==> src/rtl/alu_pkg.sv <==
// -----------------------------------------------------------------------------
// alu_pkg
// Shared definitions for the ALU operand stage: default datapath width,
// opcode encodings, the stage FSM state type and a small opcode helper.
// -----------------------------------------------------------------------------
package alu_pkg;

  localparam int ALU_WIDTH = 32;

  typedef enum logic [2:0] {
    OP_ADD  = 3'd0,
    OP_ADC  = 3'd1,
    OP_SUB  = 3'd2,
    OP_SBC  = 3'd3,
    OP_NEG  = 3'd4,
    OP_CMP  = 3'd5,
    OP_RSV6 = 3'd6,
    OP_RSV7 = 3'd7
  } alu_op_e;

  typedef enum logic {
    ST_EMPTY = 1'b0,
    ST_FULL  = 1'b1
  } stage_state_e;

  // True for opcodes whose carry-in comes from the architectural carry.
  function automatic logic op_uses_carry(input alu_op_e op);
    return (op == OP_ADC) || (op == OP_SBC);
  endfunction

endpackage

==> src/rtl/alu_operand_mux.sv <==
// -----------------------------------------------------------------------------
// alu_operand_mux
// Combinational operand formation: maps (op, a, b, c) onto the adder inputs.
// Subtraction-style ops invert b and supply the +1 through the carry-in, so a
// plain adder computes a - b.
// Ports:
//   op       opcode (reserved codes behave as ADD)
//   a, b     raw operands, N bits
//   c        effective carry used by ADC / SBC
//   mux_a    adder operand A
//   mux_b    adder operand B
//   mux_cin  adder carry-in
//   mux_cmp  operation is CMP (flags-only)
// -----------------------------------------------------------------------------
module alu_operand_mux
  import alu_pkg::*;
#(
  parameter int N = ALU_WIDTH
) (
  input  alu_op_e      op,
  input  logic [N-1:0] a,
  input  logic [N-1:0] b,
  input  logic         c,
  output logic [N-1:0] mux_a,
  output logic [N-1:0] mux_b,
  output logic         mux_cin,
  output logic         mux_cmp
);

  // Opcode-driven selection of adder operands and carry-in.
  always_comb begin
    mux_a   = a;
    mux_b   = b;
    mux_cin = 1'b0;
    mux_cmp = 1'b0;
    case (op)
      OP_ADD: begin
        mux_cin = 1'b0;
      end
      OP_ADC: begin
        mux_cin = c;
      end
      OP_SUB: begin
        mux_b   = ~b;
        mux_cin = 1'b1;
      end
      OP_CMP: begin
        mux_b   = ~b;
        mux_cin = 1'b1;
        mux_cmp = 1'b1;
      end
      OP_SBC: begin
        mux_b   = ~b;
        mux_cin = c;
      end
      OP_NEG: begin
        mux_a   = {N{1'b0}};
        mux_b   = ~b;
        mux_cin = 1'b1;
      end
      default: begin
        // Reserved encodings execute as ADD.
        mux_a   = a;
        mux_b   = b;
        mux_cin = 1'b0;
      end
    endcase
  end

endmodule

==> src/rtl/alu_operand_stage.sv <==
// -----------------------------------------------------------------------------
// alu_operand_stage
// One-entry valid/ready operand register in front of an external adder.
// Accepted requests are mapped to adder operands and held until downstream
// consumes the result; on consumption the adder carry-out is written into the
// architectural carry flag.
// Optional feature macro: ALU_OPERAND_CARRY_FWD_EN
//   defined   : ADC/SBC may be accepted in the cycle the previous op completes,
//               taking the carry directly from add_cout.
//   undefined : ADC/SBC are only accepted from EMPTY and use carry_flag.
// Ports:
//   clk, rst               clock, synchronous active-high reset
//   in_valid/in_ready      request handshake
//   in_op, in_a, in_b      opcode and raw operands
//   out_valid/out_ready    held-operand handshake with the adder consumer
//   add_a, add_b, add_cin  registered adder inputs
//   add_cout               adder carry-out (combinational from adder)
//   out_cmp                held op is CMP (flags only)
//   carry_flag             architectural carry register
// -----------------------------------------------------------------------------
module alu_operand_stage
  import alu_pkg::*;
#(
  parameter int N = ALU_WIDTH
) (
  input  logic         clk,
  input  logic         rst,
  input  logic         in_valid,
  output logic         in_ready,
  input  logic [2:0]   in_op,
  input  logic [N-1:0] in_a,
  input  logic [N-1:0] in_b,
  output logic         out_valid,
  input  logic         out_ready,
  output logic [N-1:0] add_a,
  output logic [N-1:0] add_b,
  output logic         add_cin,
  input  logic         add_cout,
  output logic         out_cmp,
  output logic         carry_flag
);

  stage_state_e state_r;
  stage_state_e state_next_s;

  alu_op_e      op_s;
  logic         complete_s;
  logic         transfer_s;
  logic         carry_eff_s;
  logic         carry_block_s;
  logic         in_ready_s;
  logic         out_valid_s;

  logic [N-1:0] mux_a_s;
  logic [N-1:0] mux_b_s;
  logic         mux_cin_s;
  logic         mux_cmp_s;

  logic [N-1:0] add_a_r;
  logic [N-1:0] add_b_r;
  logic         add_cin_r;
  logic         out_cmp_r;
  logic         carry_flag_r;

  assign op_s       = alu_op_e'(in_op);
  assign transfer_s = in_valid && in_ready_s;

  // Completion detect and selection of the carry that feeds ADC/SBC.
  always_comb begin
    complete_s = (state_r == ST_FULL) && out_ready;
`ifdef ALU_OPERAND_CARRY_FWD_EN
    // The flag is being rewritten this edge, so bypass it with add_cout.
    if (complete_s) begin
      carry_eff_s = add_cout;
    end else begin
      carry_eff_s = carry_flag_r;
    end
    carry_block_s = 1'b0;
`else
    // Without the bypass, carry consumers wait until the flag has settled.
    carry_eff_s   = carry_flag_r;
    carry_block_s = (state_r == ST_FULL) && op_uses_carry(op_s);
`endif
  end

  alu_operand_mux #(
    .N(N)
  ) u_mux (
    .op      (op_s),
    .a       (in_a),
    .b       (in_b),
    .c       (carry_eff_s),
    .mux_a   (mux_a_s),
    .mux_b   (mux_b_s),
    .mux_cin (mux_cin_s),
    .mux_cmp (mux_cmp_s)
  );

  // FSM state register.
  always_ff @(posedge clk) begin
    if (rst) begin
      state_r <= ST_EMPTY;
    end else begin
      state_r <= state_next_s;
    end
  end

  // FSM next-state logic.
  always_comb begin
    state_next_s = state_r;
    case (state_r)
      ST_EMPTY: begin
        if (transfer_s) begin
          state_next_s = ST_FULL;
        end else begin
          state_next_s = ST_EMPTY;
        end
      end
      ST_FULL: begin
        if (complete_s && !transfer_s) begin
          state_next_s = ST_EMPTY;
        end else begin
          state_next_s = ST_FULL;
        end
      end
      default: begin
        state_next_s = ST_EMPTY;
      end
    endcase
  end

  // FSM outputs: handshake signals.
  always_comb begin
    in_ready_s  = 1'b0;
    out_valid_s = 1'b0;
    case (state_r)
      ST_EMPTY: begin
        in_ready_s  = 1'b1;
        out_valid_s = 1'b0;
      end
      ST_FULL: begin
        in_ready_s  = out_ready && !carry_block_s;
        out_valid_s = 1'b1;
      end
      default: begin
        in_ready_s  = 1'b0;
        out_valid_s = 1'b0;
      end
    endcase
  end

  // Operand holding registers and architectural carry flag.
  always_ff @(posedge clk) begin
    if (rst) begin
      add_a_r      <= {N{1'b0}};
      add_b_r      <= {N{1'b0}};
      add_cin_r    <= 1'b0;
      out_cmp_r    <= 1'b0;
      carry_flag_r <= 1'b0;
    end else begin
      if (transfer_s) begin
        add_a_r   <= mux_a_s;
        add_b_r   <= mux_b_s;
        add_cin_r <= mux_cin_s;
        out_cmp_r <= mux_cmp_s;
      end else begin
        add_a_r   <= add_a_r;
        add_b_r   <= add_b_r;
        add_cin_r <= add_cin_r;
        out_cmp_r <= out_cmp_r;
      end
      if (complete_s) begin
        carry_flag_r <= add_cout;
      end else begin
        carry_flag_r <= carry_flag_r;
      end
    end
  end

  assign in_ready   = in_ready_s;
  assign out_valid  = out_valid_s;
  assign add_a      = add_a_r;
  assign add_b      = add_b_r;
  assign add_cin    = add_cin_r;
  assign out_cmp    = out_cmp_r;
  assign carry_flag = carry_flag_r;

endmodule

==> config.mk <==
export PLATFORM = sky130hd
export DESIGN_NAME = alu_operand_stage
export DESIGN_NICKNAME = d
export VERILOG_FILES = /design/src/rtl/alu_pkg.sv /design/src/rtl/alu_operand_mux.sv /design/src/rtl/alu_operand_stage.sv
export SDC_FILE = /design/constraint.sdc
export NUM_CORES = 1
export LEC_CHECK = 0
export BUFFER_PORTS_ARGS = -buffer_cell sky130_fd_sc_hd__buf_2
export CELL_PAD_IN_SITES_DETAIL_PLACEMENT = 2
export CELL_PAD_IN_SITES_GLOBAL_PLACEMENT = 2
export CORE_MARGIN = 4
export CORE_UTILIZATION = 24
export DETAILED_ROUTE_END_ITERATION = 8
export PLACE_DENSITY = 0.82
export SETUP_SLACK_MARGIN = 0.3
export SLEW_MARGIN = 0
export SYNTH_ARGS = -nofsm -noshare
export SYNTH_HDL_FRONTEND = slang
export SYNTH_SLANG_ARGS = --single-unit
==> constraint.sdc <==
create_clock -name clk -period 1.7 [get_ports clk]
set_input_delay 0.085 -clock clk [delete_from_list [all_inputs] [get_ports clk]]
set_output_delay 0.085 -clock clk [all_outputs]
set_load 0.02 [all_outputs]
* Yosys cells after proc, flatten, opt, wreduce, memory -nomap -nowiden *
Index checks and enable logic that the tools add are counted.

word-level totals
  flip-flop bits (word level) = 68
  input bits = 72
  output and inout bits = 69

cells by class
  equal/unequal tests = 5
  muxes and demuxes = 9
  bitwise logic cells = 2
  reductions and logical operators = 11

operators by type and width
  kind                                            number
  two-way mux 32 bit                              2
  NOT 32 bit                                      1
  case mux 1 bit (2 select lines)                 4
  == test 3 x 2 -> 1 bit (second input constant)  2
  == test 3 bit (second input constant)           2
  logical AND 1 bit                               5
  OR reduction 4 bit                              1
  == test 3 x 1 -> 1 bit (second input constant)  1
  two-way mux 1 bit                               3
  OR reduction 3 bit                              1
  zero test 1 bit                                 2
  OR reduction 2 bit                              1
  logical OR 1 bit                                1
  NOT 1 bit                                       1

* Depth between registers and ports, before layout *
Gate-level depths: netlist of the first run.

  depth in word-level cells = 11
  depth in mapped cells = 6

* Cells and area by module *
A second synthesis of the first run with hierarchy kept.

unflattened totals
  cell total of the unflattened synthesis = 377
  area total of the unflattened synthesis = 3861.2 um^2

modules (own cells, without submodules)
  module             instances  cells each  area an instance (um^2)  sequential area each (um^2)
  alu_operand_stage  1          300         3034.2                   1361.3
  alu_operand_mux    1          77          827.0                    0.0

* Worst setup path before layout of the first run *
Ideal clock, no wire load.

  path type = flip-flop to flip-flop
  start point = register state_r
  end point = register add_b_r[11], in the netlist add_b[11]
  data arrival time = 1.380 ns
  required time = 1.630 ns
  path slack = 0.249 ns
  stages on the path, launching flop included = 7
  path buffers = 2
  period minus slack after synthesis = 1.451 ns
  path through = dfxtp_1 > nand3b_1 > nand3_1 > buf_2 > clkbuf_1 > nand2_1 > a21oi_1

between the ends
  longest elaborated chain between the ends = 5
  elaborated cells on any way between the ends = 6
  those cells by class = mux (1); bitwise (1); reduce/logical (4)

RTL lines
  element                            line                      RTL
  start: declaration                 alu_operand_stage.sv:43   stage_state_e state_r;
  start signal: assignment           alu_operand_stage.sv:104  state_r <= state_next_s;
  logical AND 1 bit                  alu_operand_stage.sv:82   carry_block_s = (state_r == ST_FULL) && op_uses_carry(op_s);
  zero test 1 bit                    alu_operand_stage.sv:142  in_ready_s = out_ready && !carry_block_s;
  logical AND 1 bit                  alu_operand_stage.sv:142
  case mux 1 bit (2 select lines) *  alu_operand_stage.sv:136  case (state_r)
  logical AND 1 bit *                alu_operand_stage.sv:66   assign transfer_s = in_valid && in_ready_s;
  end signal: assignment             alu_operand_stage.sv:156  add_b_r <= {N{1'b0}};
  end signal: assignment             alu_operand_stage.sv:163  add_b_r <= mux_b_s;
  end signal: assignment             alu_operand_stage.sv:168  add_b_r <= add_b_r;
  end: declaration                   alu_operand_stage.sv:60   logic [N-1:0] add_b_r;

Every way passes the cells marked *; elsewhere a longest branch is shown, timed or not.
A chain may end at the register's enable or synchronous reset.

* Final worst setup path of the first run *
  start point = register state_r
  end point = register add_a_r[19], in the netlist add_a[19]

between the ends
  longest elaborated chain between the ends = 5
  elaborated cells on any way between the ends = 6
  those cells by class = mux (1); bitwise (1); reduce/logical (4)

RTL lines
  element                            line                      RTL
  logical AND 1 bit                  alu_operand_stage.sv:82
  zero test 1 bit                    alu_operand_stage.sv:142
  logical AND 1 bit                  alu_operand_stage.sv:142
  case mux 1 bit (2 select lines) *  alu_operand_stage.sv:136
  logical AND 1 bit *                alu_operand_stage.sv:66
  end signal: assignment             alu_operand_stage.sv:155  add_a_r <= {N{1'b0}};
  end signal: assignment             alu_operand_stage.sv:162  add_a_r <= mux_a_s;
  end signal: assignment             alu_operand_stage.sv:167  add_a_r <= add_a_r;
  end: declaration                   alu_operand_stage.sv:59   logic [N-1:0] add_a_r;

Marked as above.

==> run_results.csv, run 1 <==
group,metric,value,unit
die,pin_count,141,
power_and_ir_drop,cellPowerDensity,1140,nW/um^2
routing,wl,10300,um
placed_design,place_hpwl,7260,um
grt,grt-ovfl-total,0,
power_and_ir_drop,swShare,0.278,
worst_hold_path,min_path_type,"input port to flop",
die,fp.coreArea,11600,sq um
logic_synthesis,yosysTopAreaCell,"dfxtp_1",
power_and_ir_drop,p_clk_frac,0.432,
setup_path,ff2ff_setup_slack,0.41,ns
grt,grt_pass1_wl,15300,um
routing,detail-route-antenna-nets,0,
clocking,worstSkewPairLatency,0.32,ns
setup_path,cp-end-kind,"flop",
setup_path,r2r_start,"state_r",
clocking,cts_inserted_buffers,9,
die,die_h,117,um
final_layout,fin_nets,550,
placed_design,preCtsSetupSlack,0.342,ns
power_and_ir_drop,intPower,0.00337,W
power_and_ir_drop,seqPwrFrac,0.382,
setup_path,cp.buffers_inverters,1,
final_layout,syn2layout_area_growth,42.4,%
setup_path,worst_setup_path_start_kind,"flop",
clocking,cts_root_buf,"clkbuf_16",
placed_design,port_buffers,140,
timing,fmax,0.774,GHz
timing,fin_crit_sh,0.760,
timing,setup_tns,0,ns
setup_path,r2r_end,"add_a[19]",
setup_path,cp.depth,5,
routing,top_layer,"met4",
routing,drtPass1Iterations,4,
final_layout,fin_util,0.352,
timing,slew_headroom,0.748,
routing,routed-wl-met2,4970,um
logic_synthesis,syn_nets,415,
power_and_ir_drop,ir_worst_vdd,0.470,mV
logic_synthesis,ys_types,18,
clocking,holdBufCountCts,0,
logic_synthesis,ys_seq_area_frac,0.476,
timing,finalHoldViolCount,0,
setup_path,cp_slowest_cell,"dfxtp_1",
grt,grt_max_degree,54,
setup_path,crit_end,"add_a[19]",
timing,tightest_slew,0.378,ns
routing,via_per_inst,4.60,
run,max_cap_viol_count,0,
timing,grt_setup_unrepaired,"true",
logic_synthesis,yosysTopAreaCellShare,0.476,
grt,antenna_found_initial,0,
setup_path,path_delay_family,"simple AND/OR/NAND/NOR gates",
power_and_ir_drop,cellLeakagePower,1.88,nW
routing,drc,0,
power_and_ir_drop,p_sw,0.00129,W
routing,wl_per_cell,16.4,um
routing,drt_iter0_drc,121,
grt,grt_usage,0.142,
final_layout,mostFrequentLayoutCells,"buf_2 (140), nand2_1 (101), dfxtp_1 (68), a21oi_1 (67), nand3_1 (33)",
die,rows,39,
routing,vias,2882,
setup_path,criticalPathCategory,"flop to flop",
die,fp.dieW,117,um
timing,finClkSkew,0.00683,ns
logic_synthesis,post_synth_main_area_contributors,"dfxtp_1 (48%), nand2_1 (13%), a21oi_1 (12%), xor2_2 (6.8%), xor2_1 (6.4%)",
die,start_util,0.248,
timing,period_needed,1.29,ns
die,dieArea,13700,sq um
setup_path,critPathRequiredTime,1.95,ns
clocking,cts_resized,0,
power_and_ir_drop,p_comb_frac,0.186,
clocking,cts_buffer_depth,2,
timing,setup_violations,0,
clocking,cts_tree,"built",
setup_path,reg2reg_depth,5,
setup_path,critPathMaxFanout,13,
clocking,cts_htree_levels,3,
clocking,clk_pin_slew,0.06,ns
logic_synthesis,syn-cell-area,2860,sq um
final_layout,diodes,0,
grt,grt_pass1_vias,3088,
timing,fin_ws,0.407,ns
timing,finalMaxSlewViolations,0,
routing,wl_met3,829,um
placed_design,gp_congestion,0.734,
setup_path,path_cells,"nand2b_1 -> and3_4 -> buf_4 -> nand3_1 -> a21oi_1",
logic_synthesis,ys_ff_latch,68,
routing,wl_met1,4400,um
outcome,status,"completed",
final_layout,drive_gt1_frac,0.375,
clocking,clkSinkCount,68,
logic_synthesis,ys.warnings.count,0,
logic_synthesis,avgSynthCellArea,8.35,sq um
clocking,post_cts_buffers,0,
setup_path,crit_arrival,1.55,ns
setup_path,crit_start,"state_r",
logic_synthesis,netlist_instances,343,
final_layout,final_common_cell,"buf_2",
setup_path,cp_slowest_stage_delay,0.35,ns
worst reg2reg max path: cells and delay by family, from the launching register on:
kind | cells | cell delay (ns)
AO/OA/AOI/OAI | 1 | 0.17
buffers and inverters | 1 | 0.21
flip-flops | 1 | 0.35
AND/OR/NAND/NOR | 3 | 0.50
per-stage QoR:
step / area [sq um] / hold WS, ns / std cells / power (W)
final: 4080 / 0.0149 / 626 / 0.00466
after global routing: 4080 / 0.0247 / 626 / 0.00489
after CTS: 4020 / 0.00731 / 624 / 0.00470
after detailed placement: 3700 / 0.350 / 608 / 0.00267
after global placement: 3700 / 0.342 / 608 / 0.00263
after floorplan: 2860 / 0.233 / 343 / 0.00233
layout make-up:
| cell class | instances | area (sq um) |
|---|---|---|
| clock buffers | 12 | 246 |
| repair buffers | 152 | 851 |
| fillers | 1307 | 7490 |
| flip-flops and latches | 68 | 1360 |
| clock inverters | 4 | 72.6 |
| inverters | 1 | 3.75 |
| multi-input cells | 246 | 1360 |
| well taps | 143 | 179 |
metal layers:
metal / global-route usage / vias to the layer above
met1: 0.174 / 1394
met3: 0.0447 / 11
met4: 0.0344 / 0
met5: 0 / -
met2: 0.241 / 99
li1: - / 1378
worst min path at each step:
| stage | start | endpoint | depth (start not counted) |
|---|---|---|---|
| CTS | in_a[30] | add_a[30] | 3 |
| finish | in_a[30] | add_a[30] | 3 |
| global placement | in_a[21] | add_a[21] | 3 |
| global route | in_a[10] | add_a[10] | 3 |
| floorplan | add_cout | carry_flag | 2 |
| detailed placement | in_a[21] | add_a[21] | 3 |
cells by family (layout without fill, tap and decap cells):
logic type,after synthesis,after routing,share of synthesized area
flip-flops,68,68,0.476
AO/OA/AOI/OAI,70,70,0.122
XOR/XNOR,33,33,0.132
buffers and inverters,29,169,0.0564
AND/OR/NAND/NOR,142,142,0.209
multiplexers,1,1,0.00393
power groups by stage:
| stage | Clock, W | Sequential [W] | Combinational [W] |
|---|---|---|---|
| 6_report | 0.00201 | 0.00178 | 0.000868 |
| 5_1_grt | 0.00214 | 0.00179 | 0.000960 |
| 4_1_cts | 0.00207 | 0.00178 | 0.000857 |
| 3_5_place_dp | 0 | 0.00181 | 0.000854 |
| 3_3_place_gp | 0 | 0.00181 | 0.000825 |
| 2_1_floorplan | 0 | 0.00195 | 0.000384 |
flip-flops by register name, indices dropped and copies added, names as in the netlist:
name / flops
state_r: 1
add_b: 32
add_cin: 1
add_a: 32
out_cmp: 1
carry_flag: 1
synth_stat cells:
master and instances:
a21oi_1 67, buf_4 4, xor2_2 12, nand2_1 101, buf_2 5, nand3b_1 3
clkbuf_1 16, dfxtp_1 68, inv_1 1, nand2b_1 2, o21ai_0 3, mux2_2 1
buf_6 2, buf_12 1, xor2_1 21, and3_1 1, nand3_1 34, nand4b_1 1
No activity file was read; power rests on OpenSTA's default activity.
==> inputs of run 2 (changes only) <==
==> constraint.sdc (replaced) <==
create_clock -name clk -period 1.31 [get_ports clk]
set_input_delay 0.0655 -clock clk [delete_from_list [all_inputs] [get_ports clk]]
set_output_delay 0.0655 -clock clk [all_outputs]
set_load 0.02 [all_outputs]
==> run 2 against run 1 <==
  * The run now ends with negative setup slack left
  * Critical path depth grew 1
  * Flip-flop and latch count unchanged
  * Non-clock buffer count rose by 35
  * Cell area rose by 23%
  * Via count increased by 5.6%
  * Hold slack worse by 0.0062 ns
  * Fmax fell by 3.2%
  * Clock skew down 0.0020 ns
  * Die area is the same
  * Largest cell class is now multi-input combinational cells
  * Clock power up 45%
  * Sequential power increased by 31%
  * Register-to-register slack lost 0.43 ns
==> run_results.csv, run 2 (same netlist as run 1, synthesis figures left out) <==
group,metric,value,unit
timing,finalHoldViolCount,0,
routing,vias,3043,
die,pin_count,141,
grt,antenna_found_initial,0,
setup_path,critPathMaxFanout,8,
setup_path,cp-end-kind,"flop",
routing,drc,0,
die,fp.dieW,117,um
final_layout,syn2layout_area_growth,74.5,%
setup_path,cp_slowest_stage_delay,0.36,ns
power_and_ir_drop,total_power,0.00677,W
power_and_ir_drop,cellLeakagePower,2.29,nW
final_layout,fill_cells,1255,
clocking,cts_tree,"built",
placed_design,gp_congestion,0.743,
setup_path,crit_arrival,1.60,ns
power_and_ir_drop,cellPowerDensity,1360,nW/um^2
clocking,cts_root_buf,"clkbuf_16",
power_and_ir_drop,ir_worst_vdd,0.604,mV
final_layout,fin_util,0.432,
grt,grt_usage,0.173,
final_layout,seq_area,1370,sq um
placed_design,place_hpwl,7490,um
routing,wl_per_cell,18.9,um
placed_design,port_buffers,140,
timing,slew_headroom,0.715,
die,start_util,0.248,
clocking,cts_htree_levels,3,
routing,drt_iter0_drc,91,
grt,grt-ovfl-total,0,
timing,fin_crit_sh,1.02,
timing,hold_ws,0.00877,ns
grt,grt_pass1_wl,18000,um
run,max_cap_viol_count,0,
timing,period_needed,1.34,ns
clocking,cts_inserted_buffers,9,
timing,fin_ws,-0.0261,ns
final_layout,mostFrequentLayoutCells,"buf_2 (138), nand2_1 (72), dfxtp_1 (67), a21oi_1 (35), a21oi_2 (32)",
timing,fmax,0.748,GHz
setup_path,critPathRequiredTime,1.57,ns
outcome,violations,"negative setup slack",
clocking,cts_buffer_depth,2,
setup_path,r2r_start,"state_r",
die,dieArea,13700,sq um
final_layout,fin_nets,585,
final_layout,drive_gt1_frac,0.506,
timing,finalMaxSlewViolations,0,
die,fp.coreArea,11600,sq um
routing,via_per_inst,4.60,
setup_path,worst_setup_path_start_kind,"flop",
worst_hold_path,min_path_type,"input port to flop",
grt,grt_max_degree,40,
final_layout,layout.cells.non_filler,661,
final_layout,final_common_cell,"buf_2",
setup_path,crit_start,"state_r",
routing,drtPass1Iterations,4,
timing,setup_violations,4,
timing,finClkSkew,0.00485,ns
die,rows,39,
final_layout,diodes,0,
grt,grt_pass1_vias,3424,
outcome,status,"complete, but fails checks",
worst_hold_path,min_from,"in_a[5]",
setup_path,criticalPathCategory,"flop to flop",
die,die_h,117,um
setup_path,path_cells,"nand3b_1 -> and3_4 -> buf_12 -> buf_16 -> nand3_2 -> a21oi_2",
timing,tightest_slew,0.428,ns
routing,wl,12500,um
setup_path,cp_slowest_cell,"dfxtp_4",
timing,grt_setup_unrepaired,"true",
clocking,worstSkewPairLatency,0.33,ns
placed_design,dp_cells,610,
clocking,clk_pin_slew,0.06,ns
clocking,clkSinkCount,68,
routing,detail-route-antenna-nets,0,
final_layout,multiInputGateArea,1710,sq um
## run 2: cell count changes in the layout (fill, tap and decap cells not counted), sizes merged
cell	change
clkbuf	-2
buf	+13
dlygate4sd3	+23
bufinv	+1
## run 2: cell type report
class | count | share of cell area
inverters | 1 | 0.000751
repair buffers | 187 | 0.275
clock inverters | 5 | 0.0213
clock buffers | 11 | 0.0508
multi-input cells | 246 | 0.343
well taps | 143 | 0.0358
flip-flops and latches | 68 | 0.273
## run 2: what timing repair did
action	CTS	global route
gates resized for setup	22	84
hold endpoints to repair	23	0
setup endpoints to repair	67	69
hold buffers	23	0
gates cloned	5	1
pin swaps	7	24
setup buffers	6	0
## run 2: stage by stage
step | TNS (ns) | cell area, sq um | setup WS [ns]
floorplan | 0 | 2920 | 0.134
global placement | 0 | 3800 | 0.0749
detailed placement | 0 | 3800 | 0.00672
CTS | 0 | 4660 | 0.00947
global route | -4.16 | 5000 | -0.116
finish | -0.0586 | 5000 | -0.0261
## run 2: path summary, 6_finish.rpt
| path | to | slack (ns) | depth (start not counted) |
|---|---|---|---|
| min reg2reg | add_b[12] | 0.45 | 2 |
| max reg2reg | add_a[31] | -0.03 | 6 |
| min | add_a[5] | 0.009 | 3 |
| max | add_a[31] | -0.03 | 6 |
## run 2: routing by layer
metal / track usage / part of all wire / routed length, um
met4: 0.0612 / 0.016 / 199
met2: 0.325 / 0.54 / 6780
met5: 0 / 0 / 0
met1: 0.186 / 0.38 / 4760
met3: 0.0427 / 0.060 / 750
## run 2: critical path: cells and delay by family, from the launching register on
family | cells | cell delay, ns
buffers and inverters | 2 | 0.28
AND/OR/NAND/NOR | 3 | 0.48
AO/OA/AOI/OAI | 1 | 0.13
flip-flops | 1 | 0.36
## run 2: power breakdown
group	internal (W)	leakage (nW)	switching [W]
sequential	0.00222	0.559	0.000106
combinational	0.000655	1.56	0.000866
clock	0.00198	0.171	0.000940
total	0.00486	2.29	0.00191
==> inputs of run 3 (changes only) <==
--- a/config.mk
+++ b/config.mk
@@ -9,11 +9,12 @@
 export CELL_PAD_IN_SITES_DETAIL_PLACEMENT = 2
 export CELL_PAD_IN_SITES_GLOBAL_PLACEMENT = 2
 export CORE_MARGIN = 4
-export CORE_UTILIZATION = 24
+export CORE_UTILIZATION = 30
 export DETAILED_ROUTE_END_ITERATION = 8
-export PLACE_DENSITY = 0.82
+export PLACE_DENSITY = 0.85
 export SETUP_SLACK_MARGIN = 0.3
 export SLEW_MARGIN = 0
 export SYNTH_ARGS = -nofsm -noshare
 export SYNTH_HDL_FRONTEND = slang
+export SYNTH_HIERARCHICAL = 1
 export SYNTH_SLANG_ARGS = --single-unit
==> run 3 against run 2 <==
  * The run now ends clean
  * Critical endpoint is now add_b[9]
  * Sequential power barely moved
  * Hold slack gained 0.0055 ns
  * Total power decreased by 2.8%
  * Combinational power grew 11%
  * Largest power group unchanged
  * Utilization decreased by 0.22 points
==> run_results.csv, run 3 <==
group,metric,value,unit
grt,grt_pass1_wl,17900,um
final_layout,fin_util,0.430,
routing,detail-route-antenna-nets,0,
grt,grt_pass1_vias,3452,
routing,wl_per_cell,16.5,um
grt,grt_max_degree,71,
logic_synthesis,asyncSetResetFlopFracSynth,0,
logic_synthesis,synth_ff_type,"dfxtp_1",
setup_path,ff2ff_setup_slack,0.02,ns
setup_path,reg2reg_depth,5,
worst_hold_path,min_from,"add_cout",
timing,finClkSkew,0.00465,ns
power_and_ir_drop,p_clk_frac,0.389,
setup_path,r2r_end,"add_b[9]",
clocking,holdBufCountCts,0,
final_layout,final_common_cell,"buf_2",
logic_synthesis,yosysTopAreaCell,"dfxtp_1",
power_and_ir_drop,seqPwrFrac,0.356,
setup_path,worst_setup_path_start_kind,"flop",
logic_synthesis,yosysTopAreaCellShare,0.353,
routing,vias,3068,
logic_synthesis,synth_top_family_by_area,"simple AND/OR/NAND/NOR gates",
placed_design,place_hpwl,7900,um
die,dieArea,14800,sq um
timing,period_needed,1.29,ns
power_and_ir_drop,swShare,0.283,
routing,wl,11600,um
logic_synthesis,ys_ff_latch,68,
power_and_ir_drop,intPower,0.00472,W
timing,finalHoldViolCount,0,
logic_synthesis,synthTopCellsByCount,"nand2b_1 (133), dfxtp_1 (68), mux2i_1 (66)",
setup_path,cp-end-kind,"flop",
logic_synthesis,syn-cell-area,3860,sq um
grt,grt_usage,0.154,
logic_synthesis,synth-xor-area-share,0.138,
logic_synthesis,netlist_instances,377,
worst_hold_path,whs_path_depth,3,
die,pin_count,141,
setup_path,critPathRequiredTime,1.55,ns
routing,top_layer,"met4",
clocking,cts_root_buf,"clkbuf_16",
power_and_ir_drop,cellPowerDensity,1210,nW/um^2
final_layout,syn2layout_area_growth,40.5,%
routing,routed-wl-met2,6090,um
logic_synthesis,yosysMostFrequentCell,"nand2b_1",
timing,finalMaxSlewViolations,0,
final_layout,drive_gt1_frac,0.418,
power_and_ir_drop,p_comb_frac,0.255,
worst_hold_path,holdPathEnd,"carry_flag",
logic_synthesis,synth-edff-count,0,
routing,wl_met3,634,um
die,start_util,0.306,
timing,setup_violations,0,
timing,fin_crit_sh,0.981,
die,fp.coreArea,12600,sq um
placed_design,port_buffers,140,
routing,drtPass1Iterations,4,
timing,fmax,0.778,GHz
logic_synthesis,avgSynthCellArea,10.2,sq um
clocking,cts_htree_levels,3,
power_and_ir_drop,cellLeakagePower,2.54,nW
setup_path,criticalPathCategory,"flop to flop",
run,max_cap_viol_count,0,
timing,grt_setup_unrepaired,"true",
logic_synthesis,syn_nets,449,
die,rows,41,
routing,via_per_inst,4.36,
clocking,cts_tree,"built",
logic_synthesis,synth-simple-area-share,0.282,
setup_path,crit_start,"state_r",
die,fp.dieW,121,um
final_layout,final_cell_area,5420,sq um
logic_synthesis,post_synth_main_area_contributors,"dfxtp_1 (35%), nand2b_1 (22%), mux2i_1 (17%), xnor2_2 (13%), nor2b_1 (5.5%)",
setup_path,r2r_start,"state_r",
logic_synthesis,synth_compound_area_frac,0.0110,
clocking,clkSinkCount,68,
timing,tightest_slew,0.324,ns
routing,drt_iter0_drc,129,
routing,drc,0,
routing,wl_met1,4740,um
clocking,worstSkewPairLatency,0.32,ns
setup_path,critPathMaxFanout,7,
setup_path,crit_arrival,1.53,ns
clocking,clk_pin_slew,0.06,ns
grt,antenna_found_initial,0,
logic_synthesis,synthAdderAreaFrac,0,
final_layout,fin_nets,598,
final_layout,diodes,0,
clocking,cts_buffer_depth,2,
logic_synthesis,muxShareOfSynthArea,0.171,
logic_synthesis,ys_seq_area_frac,0.353,
placed_design,gp_congestion,0.721,
clocking,cts_inserted_buffers,9,
worst_hold_path,min_path_type,"input port to flop",
logic_synthesis,ys_types,21,
timing,slew_headroom,0.782,
power_and_ir_drop,p_sw,0.00187,W
placed_design,postPlaceCellArea,4800,sq um
die,die_h,121,um
grt,grt-ovfl-total,0,
power_and_ir_drop,ir_worst_vdd,0.600,mV
outcome,status,"completed",
final_layout,mostFrequentLayoutCells,"buf_2 (138), nand2b_1 (132), dfxtp_1 (67), mux2i_1 (62), nor2b_1 (34)",
logic_synthesis,ys.warnings.count,6,
-- run 3: worst max-delay path, stage by stage, from the launching register on --
cell     delay [ns]
dfxtp_4        0.38
nand2_4        0.05
o211a_4        0.29
buf_6          0.15
buf_12         0.14
mux2i_2        0.19
-- run 3: through the flow --
stage / setup WS (ns) / TNS (ns) / std cells / hold slack [ns] / total power (W)
global route: -0.0167 / -0.0174 / 703 / 0.0154 / 0.00693
detailed placement: 0.0144 / 0 / 673 / 0.351 / 0.00391
global placement: 0.114 / 0 / 673 / 0.326 / 0.00384
floorplan: 0.0424 / 0 / 377 / 0.213 / 0.00339
finish: 0.0249 / 0 / 703 / 0.0143 / 0.00658
CTS: 0.0486 / 0 / 700 / 0.00120 / 0.00664
-- run 3: logic make-up after synthesis --
family	after synthesis
simple gates	175
mux	66
flops	68
compound gates	6
buf+inv	29
xor+xnor	33
-- run 3: power groups by stage --
| stage | combinational [W] | clock [W] | sequential, W |
|---|---|---|---|
| global placement | 0.00146 | 0 | 0.00238 |
| floorplan | 0.000806 | 0 | 0.00259 |
| global route | 0.00181 | 0.00275 | 0.00237 |
| detailed placement | 0.00152 | 0 | 0.00239 |
| CTS | 0.00166 | 0.00264 | 0.00235 |
| finish | 0.00168 | 0.00256 | 0.00234 |
-- run 3: per-layer routing --
layer | vias to the layer above | track usage
li1 | 1502 | -
met1 | 1479 | 0.179
met2 | 79 | 0.280
met3 | 8 | 0.0345
met4 | 0 | 0.0483
met5 | - | 0
-- run 3: worst max-delay path by stage --
stage / to / slack (ns)
after floorplan: add_a[0] / 0.04
after global placement: add_a[10] / 0.11
after detailed placement: add_b[16] / 0.01
after CTS: add_a[1] / 0.05
after global routing: add_b[7] / -0.02
final: add_b[9] / 0.02
-- run 3: timing repair --
action,4_1_cts,5_1_grt
pin swaps,1,1
setup endpoints to repair,67,68
gates cloned,4,2
resized for setup,12,9
setup buffers,7,1
-- run 3: area by class of cell --
type | count | area, sq um
flip-flops and latches | 68 | 1370
repair buffers | 166 | 1150
inverters | 1 | 3.75
multi-input cells | 280 | 2370
clock inverters | 3 | 43.8
clock buffers | 13 | 270
well taps | 172 | 215
fillers | 1350 | 7200
